`config.mk`:
```
export PLATFORM = sky130hd
export DESIGN_NAME = mapper_mem_arbiter
export DESIGN_NICKNAME = d
export VERILOG_FILES = /design/src/rtl/mapper_arb_pkg.sv /design/src/rtl/mapper_arb_watchdog.sv /design/src/rtl/mapper_mem_arbiter.sv
export SDC_FILE = /design/constraint.sdc
export NUM_CORES = 1
export LEC_CHECK = 0
export ABC_CLOCK_PERIOD_IN_PS = 4100
export CAP_MARGIN = 20
export CORE_UTILIZATION = 54
export DETAILED_ROUTE_END_ITERATION = 8
export GPL_ROUTABILITY_DRIVEN = 0
export GPL_TIMING_DRIVEN = 1
export PLACE_DENSITY = 0.86
export SLEW_MARGIN = 15
export SYNTH_ARGS = -nofsm -noshare
export SYNTH_HDL_FRONTEND = slang
export SYNTH_HIERARCHICAL = 1
export SYNTH_SLANG_ARGS = --single-unit
```
`constraint.sdc`:
```
create_clock -name clk_sys -period 4.1 [get_ports clk_sys]
set_input_delay 0.41 -clock clk_sys [delete_from_list [all_inputs] [get_ports clk_sys]]
set_output_delay 0.41 -clock clk_sys [all_outputs]
set_load 0.02 [all_outputs]
```
`src/rtl/mapper_arb_pkg.sv`:
```
// Shared types for the mapper memory arbiter.
// Grant tracking, FSM states and the captured request bundle.
package mapper_arb_pkg;

  localparam int ARB_ADDR_W = 27;

  typedef enum logic [1:0] {
    IDLE    = 2'd0,
    CPU_ACC = 2'd1,
    LD_ACC  = 2'd2
  } arb_state_t;

  typedef enum logic {
    GRANT_CPU = 1'b0,
    GRANT_LD  = 1'b1
  } arb_grant_t;

  typedef struct packed {
    logic                  we;
    logic [ARB_ADDR_W-1:0] addr;
    logic [7:0]            wdata;
  } arb_req_t;

endpackage

```
`src/rtl/mapper_arb_watchdog.sv`:
```
// Busy-cycle counter for the memory arbiter.
// Pulses expire on the last allowed cycle of an access.
module mapper_arb_watchdog #(
  parameter int TIMEOUT = 255
) (
  input  logic clk_sys,
  input  logic reset_n,
  input  logic clear,
  input  logic run,
  output logic expire
);

  localparam int CW = $clog2(TIMEOUT + 1);
  localparam logic [CW-1:0] LAST = CW'(TIMEOUT - 1);

  logic [CW-1:0] cnt;

  // count busy cycles, restart whenever the bus is idle
  always_ff @(posedge clk_sys or negedge reset_n) begin
    if (!reset_n) begin
      cnt <= '0;
    end else if (clear) begin
      cnt <= '0;
    end else if (run) begin
      cnt <= cnt + CW'(1);
    end
  end

  assign expire = run & (cnt == LAST);

endmodule

```
`src/rtl/mapper_mem_arbiter.sv`:
```
// Shares the external memory port between CPU and ROM loader.
// Round-robin on ties, one idle cycle between accesses.
module mapper_mem_arbiter
  import mapper_arb_pkg::*;
#(
  parameter int ADDR_W  = 27,
  parameter int TIMEOUT = 255
) (
  input  logic              clk_sys,
  input  logic              reset_n,
  input  logic              cpu_cs,
  input  logic              cpu_we,
  input  logic [ADDR_W-1:0] cpu_addr,
  input  logic [7:0]        cpu_wdata,
  output logic [7:0]        cpu_rdata,
  output logic              cpu_wait,
  input  logic              ld_wr,
  input  logic [ADDR_W-1:0] ld_addr,
  input  logic [7:0]        ld_wdata,
  output logic              ld_busy,
  output logic              ld_overrun,
  output logic              mem_req,
  output logic              mem_we,
  output logic [ADDR_W-1:0] mem_addr,
  output logic [7:0]        mem_wdata,
  input  logic [7:0]        mem_rdata,
  input  logic              mem_ack,
  output logic              err_timeout
);

  arb_state_t state;
  arb_grant_t last_grant;
  arb_req_t   cpu_req;
  arb_req_t   ld_req;
  arb_req_t   cur;

  logic cpu_cs_q;
  logic cpu_pend;
  logic ld_pend;
  logic cs_rise;
  logic ld_take;
  logic busy;
  logic expire;
  logic done;
  logic cpu_done;
  logic ld_done;
  logic pick_cpu;

  assign cs_rise  = cpu_cs & ~cpu_cs_q;
  assign ld_take  = ld_wr & ~ld_pend;
  assign busy     = (state != IDLE);
  assign done     = busy & (mem_ack | expire);
  assign cpu_done = done & (state == CPU_ACC);
  assign ld_done  = done & (state == LD_ACC);
  assign pick_cpu = cpu_pend &
                    (~ld_pend | (last_grant == GRANT_LD));

  mapper_arb_watchdog #(
    .TIMEOUT (TIMEOUT)
  ) u_wd (
    .clk_sys (clk_sys),
    .reset_n (reset_n),
    .clear   (~busy),
    .run     (busy & ~mem_ack),
    .expire  (expire)
  );

  // capture requests; a new cs rise re-arms even mid-service
  always_ff @(posedge clk_sys or negedge reset_n) begin
    if (!reset_n) begin
      cpu_cs_q   <= 1'b0;
      cpu_pend   <= 1'b0;
      ld_pend    <= 1'b0;
      ld_overrun <= 1'b0;
      cpu_req    <= '0;
      ld_req     <= '0;
    end else begin
      cpu_cs_q <= cpu_cs;
      cpu_pend <= cs_rise | (cpu_pend & ~cpu_done);
      ld_pend  <= ld_take | (ld_pend & ~ld_done);
      if (ld_wr & ld_pend) begin
        ld_overrun <= 1'b1;
      end
      if (cs_rise) begin
        cpu_req <= '{
          we:    cpu_we,
          addr:  ARB_ADDR_W'(cpu_addr),
          wdata: cpu_wdata
        };
      end
      if (ld_take) begin
        ld_req <= '{
          we:    1'b1,
          addr:  ARB_ADDR_W'(ld_addr),
          wdata: ld_wdata
        };
      end
    end
  end

  // grant, run the access, finish on ack or watchdog
  always_ff @(posedge clk_sys or negedge reset_n) begin
    if (!reset_n) begin
      state       <= IDLE;
      last_grant  <= GRANT_LD;
      cur         <= '0;
      cpu_rdata   <= 8'hFF;
      err_timeout <= 1'b0;
    end else begin
      err_timeout <= done & ~mem_ack;
      unique case (state)
        IDLE: begin
          if (pick_cpu) begin
            state      <= CPU_ACC;
            last_grant <= GRANT_CPU;
            cur        <= cpu_req;
          end else if (ld_pend) begin
            state      <= LD_ACC;
            last_grant <= GRANT_LD;
            cur        <= ld_req;
          end
        end
        CPU_ACC: begin
          if (done) begin
            state <= IDLE;
            if (!cur.we) begin
              cpu_rdata <= mem_ack ? mem_rdata : 8'hFF;
            end
          end
        end
        LD_ACC: begin
          if (done) begin
            state <= IDLE;
          end
        end
        default: state <= IDLE;
      endcase
    end
  end

  assign mem_req   = busy;
  assign mem_we    = cur.we;
  assign mem_addr  = ADDR_W'(cur.addr);
  assign mem_wdata = cur.wdata;
  assign cpu_wait  = cs_rise | cpu_pend;
  assign ld_busy   = ld_pend;

endmodule

```
**Word-level counts from Yosys, hierarchy flattened**

Index checks and enable logic that the tools add are counted.

- Logic and storage cells: 66
- Output and inout bits: 49
- Register bits after elaboration: 132

- Reductions and logical operators: 7
- Bitwise logic cells: 23
- Eq/ne operators: 6
- $add $sub $neg: 1
- Multiplexer cells: 11

Operator list:

| kind | number |
|---|---|
| $mux 36 | 2 |
| $mux 8 | 3 |
| $and 1x1->1 | 12 |
| $add 8x1->8 const B | 1 |
| $eq 8x8->1 const B | 1 |
| $mux 2 | 3 |
| $not 1->1 | 6 |
| $or 1x1->1 | 5 |
| $ne 2x1->1 const B | 2 |
| $pmux 2 s2 | 1 |
| $reduce_and 2->1 | 2 |
| $reduce_bool 2->1 | 2 |
| $ne 3x3->1 const B | 1 |
| $reduce_and 3->1 | 1 |
| $eq 2x1->1 const B | 1 |
| $eq 2x2->1 const B | 1 |
| $logic_not 2->1 | 1 |
| $mux 1 | 2 |
| $reduce_or 2->1 | 1 |

**Depth between registers and ports, before layout**

Gate-level depths: netlist of the first run.

- Depth in word-level cells: 9
- Mapped depth: 10

**Modules after synthesis**

The synthesis of the first run kept the hierarchy.

By module, submodules not included:

| module | area each (sq um) | cells an instance | instances |
|---|---|---|---|
| mapper_mem_arbiter | 5198.7 | 424 | 1 |
| mapper_arb_watchdog | 411.6 | 41 | 1 |

**Worst setup path after synthesis of the first run**

No wires, ideal clock.

- Kind: register to register
- From: register state[1]
- To: register cpu_rdata[0]
- Path slack: 1907 ps
- Library setup time: 82 ps
- Data arrival time: 2110 ps
- Data required time: 4018 ps
- Stages on the path, launching flop included: 11
- Period minus slack after synthesis: 2193 ps
- Buffers on the path: 2
- Cells stage by stage: dfrtp_1 -> inv_1 -> ha_1 -> buf_6 -> nor2_1 -> buf_4 -> nand4_1 -> nor2_1 -> o21bai_4 -> nor3b_4 -> mux2_2

- Longest elaborated chain between the ends: 6
- Elaborated cells between the ends (all ways): 7
- Those cells by class: 1 x eq/ne; 4 x bitwise; 2 x reduce/logical

RTL lines:

| element | line | text |
|---|---|---|
| start: declaration | mapper_mem_arbiter.sv:31 | `arb_state_t state;` |
| start signal: assignment | mapper_mem_arbiter.sv:104 | `state <= IDLE;` |
| start signal: assignment | mapper_mem_arbiter.sv:114 | `state <= CPU_ACC;` |
| start signal: assignment | mapper_mem_arbiter.sv:118 | `state <= LD_ACC;` |
| $reduce_bool 2->1 | mapper_mem_arbiter.sv:51 | `assign busy = (state != IDLE);` |
| $and 1x1->1 | mapper_mem_arbiter.sv:64 | `.run (busy & ~mem_ack),` |
| $and 1x1->1 | mapper_arb_watchdog.sv:29 | `assign expire = run & (cnt == LAST);` |
| named net expire | mapper_mem_arbiter.sv:43 | `logic expire;` |
| $or 1x1->1 | mapper_mem_arbiter.sv:52 | `assign done = busy & (mem_ack \| expire);` |
| $and 1x1->1 | mapper_mem_arbiter.sv:52 |  |
| $reduce_and 3->1 (no line) | n/a |  |
| end signal: assignment | mapper_mem_arbiter.sv:127 | `cpu_rdata <= mem_ack ? mem_rdata : 8'hFF;` |
| end: declaration | mapper_mem_arbiter.sv:15 | `output logic [7:0] cpu_rdata,` |

The timed path passes the listed nets, and every way through them passes these cells.
A chain may end at the register's enable or synchronous reset.

**Worst setup path after layout of the first run**

- From: register state[1]
- To: register cpu_rdata[2]

The elaborated chain is that of the path after synthesis.

==> results.json, run 1 <==
{
  "core_area_um2": 9910,
  "rows": 36,
  "drt-total-wl_um": 14100,
  "grt_pass1_wl_um": 22600,
  "die_h_um": 104,
  "fillers": 613,
  "grt_max_degree": 102,
  "stdcell_area_um2": 7610,
  "post_cts_buffers": 0,
  "setup_tns_ps": 0,
  "powerDensity_nw_per_um2": 801,
  "clockBufferDepth": 2,
  "ctsRootBufferMaster": "clkbuf_8",
  "cts_resized": 0,
  "p_comb_share_pct": 38.9,
  "antenna_found_initial": 0,
  "tightest_slew_ps": 1040,
  "start_kind": "flop",
  "status": "finished with violations",
  "ir_drop_mv": 0.450,
  "cts_tree": "done",
  "syn-instance-count": 465,
  "placed_cell_area_um2": 6980,
  "drc": 0,
  "wire_per_inst_um": 19.3,
  "clk_pin_slew_ps": 60,
  "drv_cap": 0,
  "yosysWarnings": 6,
  "cp.required_ps": 4540,
  "fmax_mhz": 342,
  "synth_area_um2": 5610,
  "via_count": 4276,
  "crit_fanout": 17,
  "slew_headroom_pct": 30.4,
  "leakage_nw": 3.08,
  "crit_arrival_ps": 3370,
  "diodes": 0,
  "setup.worst_path.class": "reg -> reg",
  "area_growth_pct": 35.7,
  "final_common_cell": "clkdlybuf4s50_1",
  "io_buffers": 132,
  "slowest_delay_ps": 610,
  "grt_pass1_vias": 4544,
  "cp_cell_sequence": "inv_1 -> ha_1 -> nor2_1 -> nand4_1 -> nor2_1 -> o21bai_4 -> nor3b_4 -> mux2_2",
  "h-tree-depth": 4,
  "power.net_switching_w": 0.00217,
  "p_seq_share_pct": 36.1,
  "intPower_w": 0.00393,
  "grt_overflow": 0,
  "via_per_inst": 5.85,
  "rsz0062_at_grt": "no",
  "clock_sinks": 132,
  "skew_ps": 4.49,
  "endpoint_kind": "flop",
  "min_period_ps": 2930,
  "dieWidth_um": 104,
  "syn_nets": 554,
  "ant_nets": 0,
  "violations": "hold timing",
  "avgSynthCellArea_um2": 12.1,
  "finalMaxSlewViolations": 0,
  "fin_crit_sh_pct": 71.4,
  "grt_usage_pct": 27.1,
  "switching_share_pct": 35.6,
  "regArea_um2": 3320,
  "dieArea_um2": 10800,
  "finalHoldViolations": 11,
  "io_pins": 133,
  "hold_slack_ps": -5.22,
  "initial_core_util_pct": 56.6,
  "cts_buffers": 17,
  "setup_violations": 0,
  "nNetsFinal": 674,
  "drt_iter0_drc": 301,
  "final_cell_mix": "clkdlybuf4s50_1 (131), dfrtp_1 (122), mux2_2 (79)",
  "first_pass_iters": 5,
  "use_met3_pct": 7.71,
  "dp_hpwl_um": 8600,
  "insertion_delay_ps": 520,
  "layout-drive-gt1-share_pct": 23.1,
  "synth-seq-cells": 132,
  "yosysSeqAreaShare_pct": 59.1,
  "ys_types": 37,
  "pwr-share-clk_pct": 25.0,
  "multiInputGateArea_um2": 2120,
  "cpMostUsedCell": "nor2_1",
  "met1_usage_pct": 32.8,
  "grt_use_met2_pct": 45.7,
  "hp-class": "in -> async",
  "busiest_layer": "met2",
  "hold_buffers": 0,
  "critPathSlowestCell": "nor2_1"
}
logic make-up (layout without fill, tap and decap cells):
group           count (synthesis)  after routing  share of synthesized area [%]
compound gates                127            127                           12.9
simple gates                   76             76                           6.82
buf+inv                        42            175                           3.59
flops                         132            132                           59.1
xor+xnor                        4              4                          0.625
mux                            79             79                           15.9
fa+ha+maj                       5              5                           1.12
area by class of cell:
| class | instances | share of cell area, % |
|---|---|---|
| well taps | 133 | 2.19 |
| multi-input cells | 291 | 27.9 |
| repair buffers | 138 | 18.2 |
| flip-flops and latches | 132 | 43.5 |
| clock inverters | 8 | 1.61 |
| inverters | 5 | 0.247 |
| clock buffers | 24 | 6.31 |
metrics by stage:
| stage | power [W] | utilization (%) | instances | setup WS (ps) |
|---|---|---|---|---|
| 3_3_place_gp | 0.00440 | 70.4 | 697 | 1180 |
| 3_5_place_dp | 0.00452 | 70.4 | 697 | 971 |
| 2_1_floorplan | 0.00359 | - | 465 | 1910 |
| 5_1_grt | 0.00639 | 76.8 | 731 | 934 |
| 6_report | 0.00610 | 76.8 | 731 | 1170 |
| 4_1_cts | 0.00609 | 76.5 | 729 | 1220 |
registers in the layout, summed over array words and instances (netlist names), 2 cells and up:
name / count
state: 2
cpu_req: 36
mem_wdata: 8
mem_addr: 27
ld_req: 36
cpu_rdata: 8
u_wd/cnt: 8
power by group through the flow:
stage	sequential [W]	combinational [W]	clock [W]
after global placement	0.00217	0.00223	0
after global routing	0.00225	0.00253	0.00161
after CTS	0.00219	0.00236	0.00154
after floorplan	0.00235	0.00125	0
after detailed placement	0.00220	0.00232	0
final	0.00220	0.00237	0.00152
layer usage:
layer	up-vias	routed length [um]
li1	1900	-
met1	2157	5670
met5	-	0
met3	26	992
met4	0	216
met2	193	7240
critical path, delay by kind of cell, from the launching register on:
kind                     cells  cell delay [ps]
AND/OR/NAND/NOR              4             1460
flip-flops                   1              410
adder cells (fa/ha/maj)      1              400
multiplexers                 1              390
AO/OA/AOI/OAI                1              110
buffers and inverters        1               80
cells in the mapped netlist, drive strengths merged:
library cell / instances / area share, %
dfrtp: 123 / 55
mux2: 79 / 16
nor2: 44 / 2.9
o21ai: 41 / 3.7
a21oi: 40 / 3.6
a31oi: 37 / 4.1
clkbuf: 20 / 1.4
buf: 17 / 1.9
dfstp: 9 / 4.2
nand2b: 9 / 1.0
ha: 5 / 1.1
inv: 5 / 0.33
nand2: 4 / 0.27
nand4: 4 / 0.71
nor2b: 3 / 0.33
or2: 3 / 0.33
or3: 3 / 0.33
xor2: 3 / 0.47
a21o: 2 / 0.27
nand3: 2 / 0.18
a211oi: 1 / 0.13
a22oi: 1 / 0.13
a2bb2oi: 1 / 0.16
a31o: 1 / 0.16
and2: 1 / 0.11
nand3b: 1 / 0.13
nor3b: 1 / 0.33
o21a: 1 / 0.13
o21ba: 1 / 0.18
o21bai: 1 / 0.33
or4: 1 / 0.13
xnor2: 1 / 0.16
path summary, 6_finish.rpt:
kind                       slack [ps]  startpoint  cells after the start      endpoint
setup / recovery                 1170    state[1]                      8  cpu_rdata[2]
hold reg to reg                   460  ld_overrun                      1    ld_overrun
hold / removal                     -5     reset_n                      1   err_timeout
max in group asynchronous        3160     reset_n                      2     ld_req[1]
min in group clk_sys              400      cpu_cs                      1      cpu_cs_q
setup reg to reg                 1170    state[1]                      8  cpu_rdata[2]
No activity file was read; power rests on OpenSTA's default activity.
==> inputs of run 2 (changes only) <==
--- a/config.mk
+++ b/config.mk
@@ -5,13 +5,13 @@
 export SDC_FILE = /design/constraint.sdc
 export NUM_CORES = 1
 export LEC_CHECK = 0
-export ABC_CLOCK_PERIOD_IN_PS = 4100
+export ABC_CLOCK_PERIOD_IN_PS = 3100
 export CAP_MARGIN = 20
-export CORE_UTILIZATION = 54
+export CORE_UTILIZATION = 50
 export DETAILED_ROUTE_END_ITERATION = 8
 export GPL_ROUTABILITY_DRIVEN = 0
 export GPL_TIMING_DRIVEN = 1
-export PLACE_DENSITY = 0.86
+export PLACE_DENSITY = 0.8
 export SLEW_MARGIN = 15
 export SYNTH_ARGS = -nofsm -noshare
 export SYNTH_HDL_FRONTEND = slang
==> constraint.sdc (replaced) <==
create_clock -name clk_sys -period 3.1 [get_ports clk_sys]
set_input_delay 0.31 -clock clk_sys [delete_from_list [all_inputs] [get_ports clk_sys]]
set_output_delay 0.31 -clock clk_sys [all_outputs]
set_load 0.02 [all_outputs]
==> run 2 against run 1 <==
  * The run now ends clean
  * Setup slack lost 810 ps
  * Wire length shrank 5.3%
  * Highest routed layer unchanged
  * Register-to-register slack lost 560 ps
  * Critical path type is now reg -> out
  * Largest cell class unchanged
==> results.json, run 2 (synthesis results as in run 1) <==
{
  "setup_tns_ps": 0,
  "dieArea_um2": 11600,
  "drt_iter0_drc": 285,
  "hold_buffers": 1,
  "drc": 0,
  "rows": 38,
  "hp-class": "in -> reg",
  "crit_fanout": 17,
  "setup_violations": 0,
  "final_common_cell": "clkdlybuf4s50_1",
  "cpMostUsedCell": "inv_1",
  "finalWorstSetupSlack_ps": 366,
  "crit_arrival_ps": 2420,
  "dp_hpwl_um": 8440,
  "start_kind": "flop",
  "crit_family": "buffers and inverters",
  "io_buffers": 132,
  "slew_headroom_pct": 31.4,
  "cts_tree": "done",
  "ctsRootBufferMaster": "clkbuf_8",
  "clockBufferDepth": 2,
  "grt_usage_pct": 24.8,
  "via_count": 4221,
  "reg2reg_to": "cpu_rdata[3]",
  "rr_worst_depth": 8,
  "fmax_mhz": 366,
  "grt_overflow": 0,
  "critPathSlowestCell": "ha_1",
  "final_cell_mix": "clkdlybuf4s50_1 (131), dfrtp_1 (122), mux2_2 (79)",
  "clock_sinks": 132,
  "post_cts_buffers": 0,
  "h-tree-depth": 4,
  "cp.required_ps": 2790,
  "antenna_found_initial": 0,
  "rsz0062_at_grt": "no",
  "startpoint": "state[1]",
  "skew_ps": 9.63,
  "io_pins": 133,
  "grt_pass1_vias": 4344,
  "reg2reg_from": "state[1]",
  "cp-endpoint": "mem_req",
  "place_ws_ps": 654,
  "ir_drop_mv": 0.617,
  "fin_crit_sh_pct": 88.2,
  "grt_pass1_wl_um": 21700,
  "setup.worst_path.class": "reg -> out",
  "first_pass_iters": 5,
  "min_period_ps": 2730,
  "ant_nets": 0,
  "clk_pin_slew_ps": 60,
  "cp.depth": 4,
  "core_area_um2": 10900,
  "cts_buffers": 17,
  "area_growth_pct": 35.2,
  "utilization_pct": 69.7,
  "drv_cap": 0,
  "dieWidth_um": 108,
  "slowest_delay_ps": 590,
  "diodes": 0,
  "fillers": 809,
  "cp_cell_sequence": "inv_1 -> ha_1 -> inv_1 -> clkdlybuf4s50_1",
  "grt_max_degree": 92,
  "cts_resized": 0,
  "endpoint_kind": "output pin",
  "leakage_nw": 3.07,
  "via_per_inst": 5.68,
  "nNetsFinal": 679,
  "critPathBufInv": 3,
  "finalMaxSlewViolations": 0,
  "tightest_slew_ps": 1030,
  "status": "finished clean",
  "die_h_um": 108,
  "insertion_delay_ps": 520,
  "rrSetupSlack_ps": 610,
  "wire_per_inst_um": 18.0,
  "initial_core_util_pct": 51.5,
  "drt-total-wl_um": 13400,
  "finalHoldViolations": 0,
  "powerDensity_nw_per_um2": 1030,
  "layout-drive-gt1-share_pct": 23.9
}
run 2: changes by cell type in the layout (fill, tap and decap cells not counted):
cell | before | now
clkinvlp_4 | 3 | 5
dlygate4sd3_1 | 0 | 1
buf_8 | 1 | 0
inv_8 | 0 | 1
buf_4 | 4 | 9
inv_6 | 0 | 7
clkbuf_1 | 3 | 1
clkinv_2 | 2 | 1
clkbuf_8 | 5 | 1
bufinv_16 | 3 | 0
run 2: final cells by class:
| class | count | area (um2) | share of cell area, % |
|---|---|---|---|
| flip-flops and latches | 132 | 3320 | 43.7 |
| repair buffers | 143 | 1420 | 18.7 |
| clock buffers | 18 | 418 | 5.51 |
| inverters | 5 | 18.8 | 0.247 |
| well taps | 140 | 175 | 2.31 |
| clock inverters | 14 | 115 | 1.52 |
| multi-input cells | 291 | 2120 | 28.0 |
run 2: routing by layer:
| layer | track usage, % | share of wire [%] |
|---|---|---|
| met4 | 9.69 | 1.8 |
| met5 | 0 | 0 |
| met1 | 31.1 | 41 |
| met2 | 41.7 | 51 |
| met3 | 6.09 | 6.1 |
run 2: report_power, final:
part           internal (W)  switching [W]
combinational       0.00146        0.00168
sequential          0.00243       0.000426
clock               0.00100       0.000800
run 2: worst register-to-register path, stage by stage (launching register included):
cell	delay [ps]
dfrtp_1	410
inv_1	90
ha_1	420
nor2_1	220
nand4_1	110
nor2_1	260
o21bai_4	110
nor3b_4	400
mux2_2	390
run 2: worst min-delay path by stage:
stage                     slack, ps          end  depth (start not counted)  startpoint
after floorplan                  10     cpu_cs_q                          0     reset_n
after global placement          430  cpu_req[29]                          1     reset_n
after detailed placement        430  cpu_req[29]                          1     reset_n
after CTS                       260     cpu_cs_q                          1      cpu_cs
after global routing            250     cpu_cs_q                          1      cpu_cs
final                           280     cpu_cs_q                          1      cpu_cs
run 2: metrics by stage:
stage	hold slack [ps]	power [W]	cells	cell area, um2
6_report	280	0.00780	743	7580
5_1_grt	252	0.00826	743	7580
4_1_cts	260	0.00784	743	7580
3_5_place_dp	430	0.00600	710	7040
3_3_place_gp	432	0.00588	710	7040
2_1_floorplan	14.4	0.00475	465	5610
